===== src/rtl/register_file_cfg.sv =====
// register_file_cfg
// Configuration register file that sits between the system controller and the
// UART/prescaler config consumers. It has one write port and one read port,
// and both are serviced in the same cycle. Each register has its own reset
// value. The file also provides a read-only mask, range checking with error
// pulses, and change-notification pulses for the exported registers.
//
// Optional feature macro: PARITY_CHECK_EN. When it is defined, each register
// carries an even-parity bit, each read checks it, and a mismatch is reported
// on o_rd_parity_err.
//
// Ports
//   i_clk            system clock, rising edge
//   i_reset          asynchronous reset, active low
//   i_wr_en          write request
//   i_wr_addr        write address
//   i_wr_data        write data
//   i_rd_en          read request
//   i_rd_addr        read address
//   o_rd_data        read data, registered; holds its value between reads
//   o_rd_valid       one-cycle pulse, o_rd_data is valid
//   o_rd_err         pulses with o_rd_valid when the read address is out of
//                    range (or on a parity mismatch)
//   o_wr_err         one-cycle pulse, the write was rejected
//   o_cfg_regs       live contents of registers 0..NUM_CFG_OUTS-1, flattened
//   o_cfg_changed    bit i pulses when an accepted write changed register i
//   o_rd_parity_err  (PARITY_CHECK_EN only) pulses with o_rd_valid on a
//                    parity mismatch
module register_file_cfg #(
    parameter int DATA_WIDTH   = 8,
    parameter int DEPTH        = 16,
    parameter int ADDR_WIDTH   = (DEPTH > 1) ? $clog2(DEPTH) : 1,
    parameter int NUM_CFG_OUTS = 4,
    parameter logic [DEPTH*DATA_WIDTH-1:0] RESET_VALUES =
        ((DEPTH*DATA_WIDTH)'(1) << (2*DATA_WIDTH)) |
        ((DEPTH*DATA_WIDTH)'(8) << (3*DATA_WIDTH)),
    parameter logic [DEPTH-1:0] RO_MASK = '0
) (
    input  logic                               i_clk,
    input  logic                               i_reset,
    input  logic                               i_wr_en,
    input  logic [ADDR_WIDTH-1:0]              i_wr_addr,
    input  logic [DATA_WIDTH-1:0]              i_wr_data,
    input  logic                               i_rd_en,
    input  logic [ADDR_WIDTH-1:0]              i_rd_addr,
    output logic [DATA_WIDTH-1:0]              o_rd_data,
    output logic                               o_rd_valid,
    output logic                               o_rd_err,
    output logic                               o_wr_err,
    output logic [NUM_CFG_OUTS*DATA_WIDTH-1:0] o_cfg_regs,
    output logic [NUM_CFG_OUTS-1:0]            o_cfg_changed
`ifdef PARITY_CHECK_EN
    ,
    output logic                               o_rd_parity_err
`endif
);

    localparam int ASPACE = 2 ** ADDR_WIDTH;
    // The mask is widened to the full address space so that an out-of-range
    // address can index it safely. The upper bits are never used to accept
    // a write.
    localparam logic [ASPACE-1:0] RO_EXT = ASPACE'(RO_MASK);

    logic [DATA_WIDTH-1:0] r_mem [DEPTH];
    logic                  w_wr_in_range;
    logic                  w_rd_in_range;
    logic                  w_wr_ok;
    logic                  w_bypass;
    logic [DATA_WIDTH-1:0] w_rd_stored;

    generate
        if (DEPTH == ASPACE) begin : g_full_space
            assign w_wr_in_range = 1'b1;
            assign w_rd_in_range = 1'b1;
        end else begin : g_partial_space
            localparam logic [ADDR_WIDTH-1:0] LAST = ADDR_WIDTH'(DEPTH - 1);
            assign w_wr_in_range = (i_wr_addr <= LAST);
            assign w_rd_in_range = (i_rd_addr <= LAST);
        end
    endgenerate

    assign w_wr_ok  = i_wr_en && w_wr_in_range && !RO_EXT[i_wr_addr];
    // When the read and the accepted write target the same address, the read
    // returns the new data.
    assign w_bypass = w_wr_ok && (i_wr_addr == i_rd_addr);

`ifdef PARITY_CHECK_EN
    logic [DEPTH-1:0] r_par;
    logic             w_rd_par;
    logic             w_par_err;
`endif

    // The read mux is a decode loop, so an out-of-range address returns zero
    // and never indexes past the array.
    always_comb begin
        w_rd_stored = '0;
`ifdef PARITY_CHECK_EN
        w_rd_par = 1'b0;
`endif
        for (int i = 0; i < DEPTH; i++) begin
            if (i_rd_addr == ADDR_WIDTH'(i)) begin
                w_rd_stored = r_mem[i];
`ifdef PARITY_CHECK_EN
                w_rd_par = r_par[i];
`endif
            end
        end
    end

`ifdef PARITY_CHECK_EN
    assign w_par_err = w_rd_in_range && !w_bypass && ((^w_rd_stored) != w_rd_par);
`endif

    always_ff @(posedge i_clk or negedge i_reset) begin
        if (!i_reset) begin
            for (int i = 0; i < DEPTH; i++) begin
                r_mem[i] <= RESET_VALUES[i*DATA_WIDTH +: DATA_WIDTH];
`ifdef PARITY_CHECK_EN
                r_par[i] <= ^RESET_VALUES[i*DATA_WIDTH +: DATA_WIDTH];
`endif
            end
            o_rd_data     <= '0;
            o_rd_valid    <= 1'b0;
            o_rd_err      <= 1'b0;
            o_wr_err      <= 1'b0;
            o_cfg_changed <= '0;
`ifdef PARITY_CHECK_EN
            o_rd_parity_err <= 1'b0;
`endif
        end else begin
            for (int i = 0; i < DEPTH; i++) begin
                if (w_wr_ok && (i_wr_addr == ADDR_WIDTH'(i))) begin
                    r_mem[i] <= i_wr_data;
`ifdef PARITY_CHECK_EN
                    r_par[i] <= ^i_wr_data;
`endif
                end
            end
            for (int i = 0; i < NUM_CFG_OUTS; i++) begin
                o_cfg_changed[i] <= w_wr_ok && (i_wr_addr == ADDR_WIDTH'(i)) &&
                                    (i_wr_data != r_mem[i]);
            end
            o_wr_err   <= i_wr_en && !w_wr_ok;
            o_rd_valid <= i_rd_en;
            if (i_rd_en) begin
                o_rd_data <= !w_rd_in_range ? '0 :
                             (w_bypass ? i_wr_data : w_rd_stored);
`ifdef PARITY_CHECK_EN
                o_rd_err        <= !w_rd_in_range || w_par_err;
                o_rd_parity_err <= w_par_err;
`else
                o_rd_err <= !w_rd_in_range;
`endif
            end else begin
                o_rd_err <= 1'b0;
`ifdef PARITY_CHECK_EN
                o_rd_parity_err <= 1'b0;
`endif
            end
        end
    end

    generate
        for (genvar g = 0; g < NUM_CFG_OUTS; g++) begin : g_cfg_out
            assign o_cfg_regs[g*DATA_WIDTH +: DATA_WIDTH] = r_mem[g];
        end
    endgenerate

endmodule


===== config.mk =====
export PLATFORM = sky130hd
export DESIGN_NAME = register_file_cfg
export DESIGN_NICKNAME = d
export VERILOG_FILES = /design/src/rtl/register_file_cfg.sv
export SDC_FILE = /design/constraint.sdc
export NUM_CORES = 1
export LEC_CHECK = 0
export CAP_MARGIN = 30
export CORE_MARGIN = 2
export CORE_UTILIZATION = 45
export DETAILED_ROUTE_END_ITERATION = 8
export GPL_TIMING_DRIVEN = 0
export PLACE_DENSITY_LB_ADDON = 0.05
export RECOVER_POWER = 25
export REMOVE_ABC_BUFFERS = 1
export SYNTH_ARGS = -nofsm -noshare
export SYNTH_HDL_FRONTEND = slang
export SYNTH_SLANG_ARGS = --single-unit
export TNS_END_PERCENT = 10

===== constraint.sdc =====
create_clock -name i_clk -period 2.3 [get_ports i_clk]
set_input_delay 0.23 -clock i_clk [delete_from_list [all_inputs] [get_ports i_clk]]
set_output_delay 0.23 -clock i_clk [all_outputs]
set_load 0.05 [all_outputs]

==> results.md, run 1 <==
* Gp weighted congestion at 0.837
* Total number of vias at about 5300
* CTS tree: done
* DR DRC count at 0
* Max Clock Skew at 0.00602 ns
* Final net count at roughly 700
* Top Ports at between 60 and 70
* Pint at between 5000 and 6000 uW
* Final Setup Violations at 0
* RSZ-0062 raised after global routing: true
* Max Clock Freq at 0.436 GHz
* PortBufs at 64
* Dpl cells at around 900
* Slew Limit Fails at 61
* Ys async rst share at 100%
* Worst VDD drop at 0.539 mV
* Most common cell after layout, fill and taps aside: dfrtp_1
* Sw Ratio at between 30% and 40%
* Core ar. at 16500 um^2
* Final Cycle Share at 99.6%
* Setup bufs post-CTS at 0
* Flops & latches, synth at about 140
* Min-delay worst type: reg2reg
* Tmin final at about 2.3 ns
* Leak pwr at 0.00365 uW
* Setup WS pre-CTS at -0.529 ns
* Die footprint at 17700 um^2
* Final TNS setup at 0 ns
* Cell accounting for the most synthesized area: dfrtp_1
* Number of global-route vias before repair at about 5200
* Outcome: finished with violations
* GRT Residual Overflow at 0
* CP Data Required Time at ~2.6 ns
* Sequential share of the synthesized area at 47.1%
* Area after DPL at 8110 um^2
* Clk sink count at approximately 140
* Failing checks: capacitance limit, slew limit
* WL final at 20.4 mm
* GRT Resource Usage Total at 24.1%
* Die Y at 133 um
* Clock latency on the worst-skew pair at between 0.4 and 0.5 ns
* Setup WS post-layout at 0.00893 ns
* R2r setup slk at approximately 0.30 ns
* Final Hold Fails at 0
* DIE WIDTH at 133 um
* Num CTS Buffers at 17
* Initial DRC count at ~420
* Worst-Margin Slew at about 1.6 ns
* Gate power share at 26.1%
* # Max-Cap Violations at 1
* Commonest non-fill, non-tap cells in the layout: dfrtp_1, mux2_2, clkdlybuf4s50_1
* Global-route wire length before repair at ~32 mm
* CP max FO at 13
* Synth-to-layout area growth at 16.2%
* Effective utilization at floorplan at 45.6%
* Vias/cell at 5.86
* PwrDens at 969 nW/um^2
* Design Area, Final at 8720 um^2
* Critical path type: in2reg
* Startpoint types: input port
* Layout cells sized above 1 at 22.6%
* Fillcell total at ~1500
* Clock transition time at the flip-flop clock pins of the worst setup and hold paths at around 0.060 ns
* Final Core Density at a little over half
* Diode count at 0
* Synth top area cells: dfrtp_1, mux2_2, xor2_1
* Post-synth top area share at 46.4%
* DR pass1 iterations at 5
* HPWL Detailed at roughly 14 mm
* Core Rows at 47
* Clock Path Buffers at 2
* Slew margin rel. at -6.45%
* Clock network power share at 33.4%
* Post-route ant nets at 0
* Non-filler instance count after layout at 909
* Clock root buffer: clkbuf_16
* Post-synthesis cell type count at 60
* H-Tree Level Count at 4
* Post-Syn Area at 7500 um^2
* CP Data Arrival Time at between 2 and 3 ns
* Most used DFF post-synth: dfrtp_1
* EDFF count, synth at 0
* WL per Instance at 22.4 um
* Syn avg cell area at about 11 um^2
* Share of total power in sequential cells at between 40% and 50%
* Switch Pwr at around 2700 uW
* Yosys Warn Count at 0
* Initial antenna violation count at 0
* CP endpoint kind: register
* Largest net degree at the start of global routing at 82
* Cell count after synthesis at 666
worst paths after layout:
check                      cells after the start      startpoint             end
max                                            6    i_rd_addr[3]    o_rd_data[5]
min                                            2       r_mem[58]       r_mem[58]
max reg2reg                                    5  o_cfg_regs[16]    o_rd_data[0]
min reg2reg                                    2       r_mem[58]       r_mem[58]
max in group asynchronous                      3         i_reset       r_mem[58]
min in group asynchronous                      2         i_reset  o_cfg_regs[29]
Yosys cell counts (7+ instances only):
cell type,n
a21oi_1,24
mux2_2,97
nor3_1,7
buf_2,12
o21ai_0,28
nor4_1,10
clkbuf_1,25
buf_4,37
nor2b_1,10
xor2_1,35
mux2i_1,13
inv_1,8
nor2_1,35
nand2_1,30
nand2b_1,18
mux2_1,23
dfrtp_1,139
stage by stage:
stage,hold slack (ns),power [uW]
floorplan,-0.0656,4780
detailed placement,0.256,5670
global placement,0.462,5580
finish,0.484,8450
global route,0.505,8850
CTS,0.374,8510
power by group through the flow:
| stage | clock [uW] | combinational, uW | sequential (uW) |
|---|---|---|---|
| 2_1_floorplan | 0 | 895 | 3890 |
| 3_3_place_gp | 0 | 2150 | 3430 |
| 3_5_place_dp | 0 | 2210 | 3460 |
| 4_1_cts | 2880 | 2220 | 3420 |
| 5_1_grt | 3000 | 2350 | 3490 |
| 6_report | 2830 | 2210 | 3420 |
what timing repair did:
item	4_1_cts	5_1_grt
hold endpoints to repair	59	0
resized for setup	2	2
hold buffers	1	0
setup endpoints to repair	4	10
logic make-up (layout without fill, tap and decap cells):
group | after synthesis | in the layout | synth area share [%]
buf+inv | 94 | 116 | 7.17
simple gates | 137 | 137 | 9.54
other cells | 1 | 2 | 0.0500
mux | 138 | 138 | 21.2
compound gates | 119 | 119 | 10.7
xor+xnor | 36 | 36 | 4.20
flops | 141 | 141 | 47.1
state kept, by name, summed over array words and instances, names as in the netlist:
name           flops
o_rd_valid         1
r_mem             96
o_cfg_changed      4
o_rd_data          8
o_cfg_regs        32
routing by layer:
metal / wire [um] / vias to the layer above / part of all wire, % / global-route usage [%]
met4: 444 / 0 / 2.2 / 9.22
met1: 9710 / 2748 / 48 / 35.8
met5: 0 / - / 0 / 0
met3: 1020 / 26 / 5.0 / 4.41
met2: 9220 / 175 / 45 / 35.2
li1: - / 2378 / - / -
area by class of cell:
class / count / area [um^2] / share of cell area, %
clock inverters: 11 / 140 / 1.61
flip-flops and latches: 141 / 3530 / 40.5
inverters: 10 / 38.8 / 0.445
repair buffers: 74 / 825 / 9.46
well taps: 220 / 275 / 3.16
multi-input cells: 432 / 3440 / 39.4
clock buffers: 21 / 470 / 5.40
critical path: stages:
cell and delay (ns):
clkdlybuf4s50_1 0.66, inv_1 0.52, a21oi_1 0.12, a2111oi_0 0.52
o32ai_1 0.25, a211oi_1 0.29
No activity file was read; power rests on OpenSTA's default activity.
==> inputs of run 2 (changes only) <==
SETUP_SLACK_MARGIN = 0.05   (was not set)
==> run 2 against run 1 <==
The run still ends with capacitance limit, slew limit left. Highest routed layer unchanged. Largest cell class unchanged. Largest power group unchanged. Combinational power hardly changed. Cell count stayed put. Non-clock buffer count stayed put. Clock-buffer cell count stayed put. Global-route usage stayed put. Fmax is 1.4% higher. Clock power hardly changed.
==> results.md, run 2 (synthesis results as in run 1) <==
* Fillcell total at 1474 (+0.068%)
* Cell breakdown of the critical path: buf_2, buf_12, or2_1, o22ai_1, a221oi_1, o21ai_1, a221o_1
* CP bufs+invs at 2 (unchanged)
* Diode count at 0 (unchanged)
* Min-delay worst type: reg2reg
* Total number of vias at 5276 (-0.96%)
* CP endpoint kind: register
* Global-route wire length before repair at 31.9 mm (unchanged)
* DIE WIDTH at 133 um (unchanged)
* Initial DRC count at 454 (+9.1%)
* Largest net degree at the start of global routing at 82 (unchanged)
* Clock Path Buffers at 2 (unchanged)
* Setup bufs post-CTS at 0 (unchanged)
* Critical path type: in2reg
* Die footprint at 17700 um^2 (unchanged)
* Effective utilization at floorplan at 45.6% (unchanged)
* Dpl cells at 876 (unchanged)
* GRT Residual Overflow at 0 (unchanged)
* Max Clock Skew at 0.00560 ns (-0.000418 ns)
* Gp weighted congestion at 0.837 (unchanged)
* Vias/cell at 5.80 (-0.96%)
* Number of global-route vias before repair at 5207 (unchanged)
* PwrDens at 969 nW/um^2 (about the same)
* DR DRC count at 0 (unchanged)
* Design Area, Final at 8730 um^2 (about the same)
* Final TNS setup at 0 ns (unchanged)
* Non-filler instance count after layout at 909 (unchanged)
* Final Setup Violations at 0 (unchanged)
* Slew margin rel. at -6.10% (+0.35 points)
* Commonest non-fill, non-tap cells in the layout: dfrtp_1, mux2_2, clkdlybuf4s50_1
* Failing checks: capacitance limit, slew limit
* # Max-Cap Violations at 1 (unchanged)
* Core Rows at 47 (unchanged)
* Leak pwr at 0.00365 uW (+0.11%)
* Worst-Margin Slew at 1.59 ns (-0.00527 ns)
* Tmin final at 2.26 ns (-0.0321 ns)
* WL per Instance at 22.4 um (-0.26%)
* Num CTS Buffers at 17 (unchanged)
* Final Hold Fails at 0 (unchanged)
* Clock root buffer: clkbuf_16
* Clock latency on the worst-skew pair at 0.42 ns (about the same)
* Startpoint types: input port
* GRT Resource Usage Total at 24.1% (unchanged)
* Max Clock Freq at 0.443 GHz (+1.4%)
* Initial antenna violation count at 0 (unchanged)
* Setup WS pre-CTS at -0.529 ns (unchanged)
* HPWL Detailed at 14.0 mm (unchanged)
* Worst VDD drop at 0.541 mV (+0.47%)
* Core ar. at 16500 um^2 (unchanged)
* WL final at 20.3 mm (-0.26%)
* Clk sink count at 141 (unchanged)
* Layout cells sized above 1 at 22.8% (+0.15 points)
* Clock transition time at the flip-flop clock pins of the worst setup and hold paths at 0.06 ns (about the same)
* CTS tree: done
* CP Data Arrival Time at 2.56 ns (-0.05 ns)
* Max incr delay on CP at 0.50 ns (-0.16 ns)
* Max FFs per register at 96 (unchanged)
* PortBufs at 64 (unchanged)
* Outcome: finished with violations
* Crit path max-delay cell type: buf_2
* Post-route ant nets at 0 (unchanged)
* H-Tree Level Count at 4 (unchanged)
* Slew Limit Fails at 61 (unchanged)
* Most common cell after layout, fill and taps aside: dfrtp_1
* Die Y at 133 um (unchanged)
* Multi-input logic area at 3440 um^2 (unchanged)
* Synth-to-layout area growth at 16.3% (about the same)
* Min Hold Slack at 0.484 ns (+0.0000220 ns)
* Area after DPL at 8110 um^2 (unchanged)
* Final Cycle Share at 98.2% (-1.4 points)
* Largest Register: r_mem
* Final net count at 696 (unchanged)
* CP max FO at 31 (+18)
* Crit-path leading delay family: compound AO/OA/AOI/OAI gates
* Setup WS post-layout at 0.0410 ns (+0.0321 ns)
* CP Data Required Time at 2.60 ns (-0.02 ns)
* FF/Latch Area at 3530 um^2 (unchanged)
* DR pass1 iterations at 5 (unchanged)
* Top Ports at 67 (unchanged)
* RSZ-0062 raised after global routing: true
==> run 2: layout make-up <==
type | count | area share, %
Sequential cell | 141 | 40.5
Multi-Input combinational cell | 432 | 39.4
Timing Repair Buffer | 74 | 9.48
Clock buffer | 21 | 5.39
Tap cell | 220 | 3.15
Clock inverter | 11 | 1.61
Inverter | 10 | 0.488
==> run 2: worst paths after layout <==
| path | startpoint | to | slack (ns) | cells after the start |
|---|---|---|---|---|
| worst min register to register | r_mem[58] | r_mem[58] | 0.48 | 2 |
| max in group asynchronous | i_reset | o_cfg_regs[4] | 0.41 | 3 |
| worst max register to register | o_cfg_regs[16] | o_rd_data[0] | 0.32 | 5 |
| worst max-delay path | i_rd_addr[0] | o_rd_data[6] | 0.04 | 7 |
| min in group asynchronous | i_reset | o_cfg_regs[29] | 0.73 | 2 |
| worst min-delay path | r_mem[58] | r_mem[58] | 0.48 | 2 |
==> run 2: timing repair <==
item,CTS,global route
hold buffers,1,0
pin swaps,0,0
gates cloned,0,0
hold endpoints to repair,59,0
gates resized for setup,3,3
setup endpoints to repair,11,4
==> run 2: power by group <==
| part | internal [uW] | total, uW | switching (uW) |
|---|---|---|---|
| logic | 942 | 2200 | 1260 |
| clock network | 1780 | 2830 | 1050 |
| registers | 3030 | 3420 | 388 |
==> run 2: per-stage QoR <==
step	total power, uW	util, %
global placement	5580	48.1
finish	8450	53.0
CTS	8520	53.0
global route	8850	53.0
detailed placement	5670	49.2
floorplan	4780	-
==> run 2: routing by layer <==
layer  wire [um]  vias up  global-route usage, %
li1            -     2374                      -
met5           0        -                      0
met2        9260      149                   35.2
met3         853       23                   4.41
met1        9800     2730                   35.8
met4         430        0                   9.22
==> run 2: worst min-delay path, cell delays in order, from the launching register on <==
cell and delay (ns):
dfrtp_1 0.34, nand2_1 0.04, o21ai_0 0.06
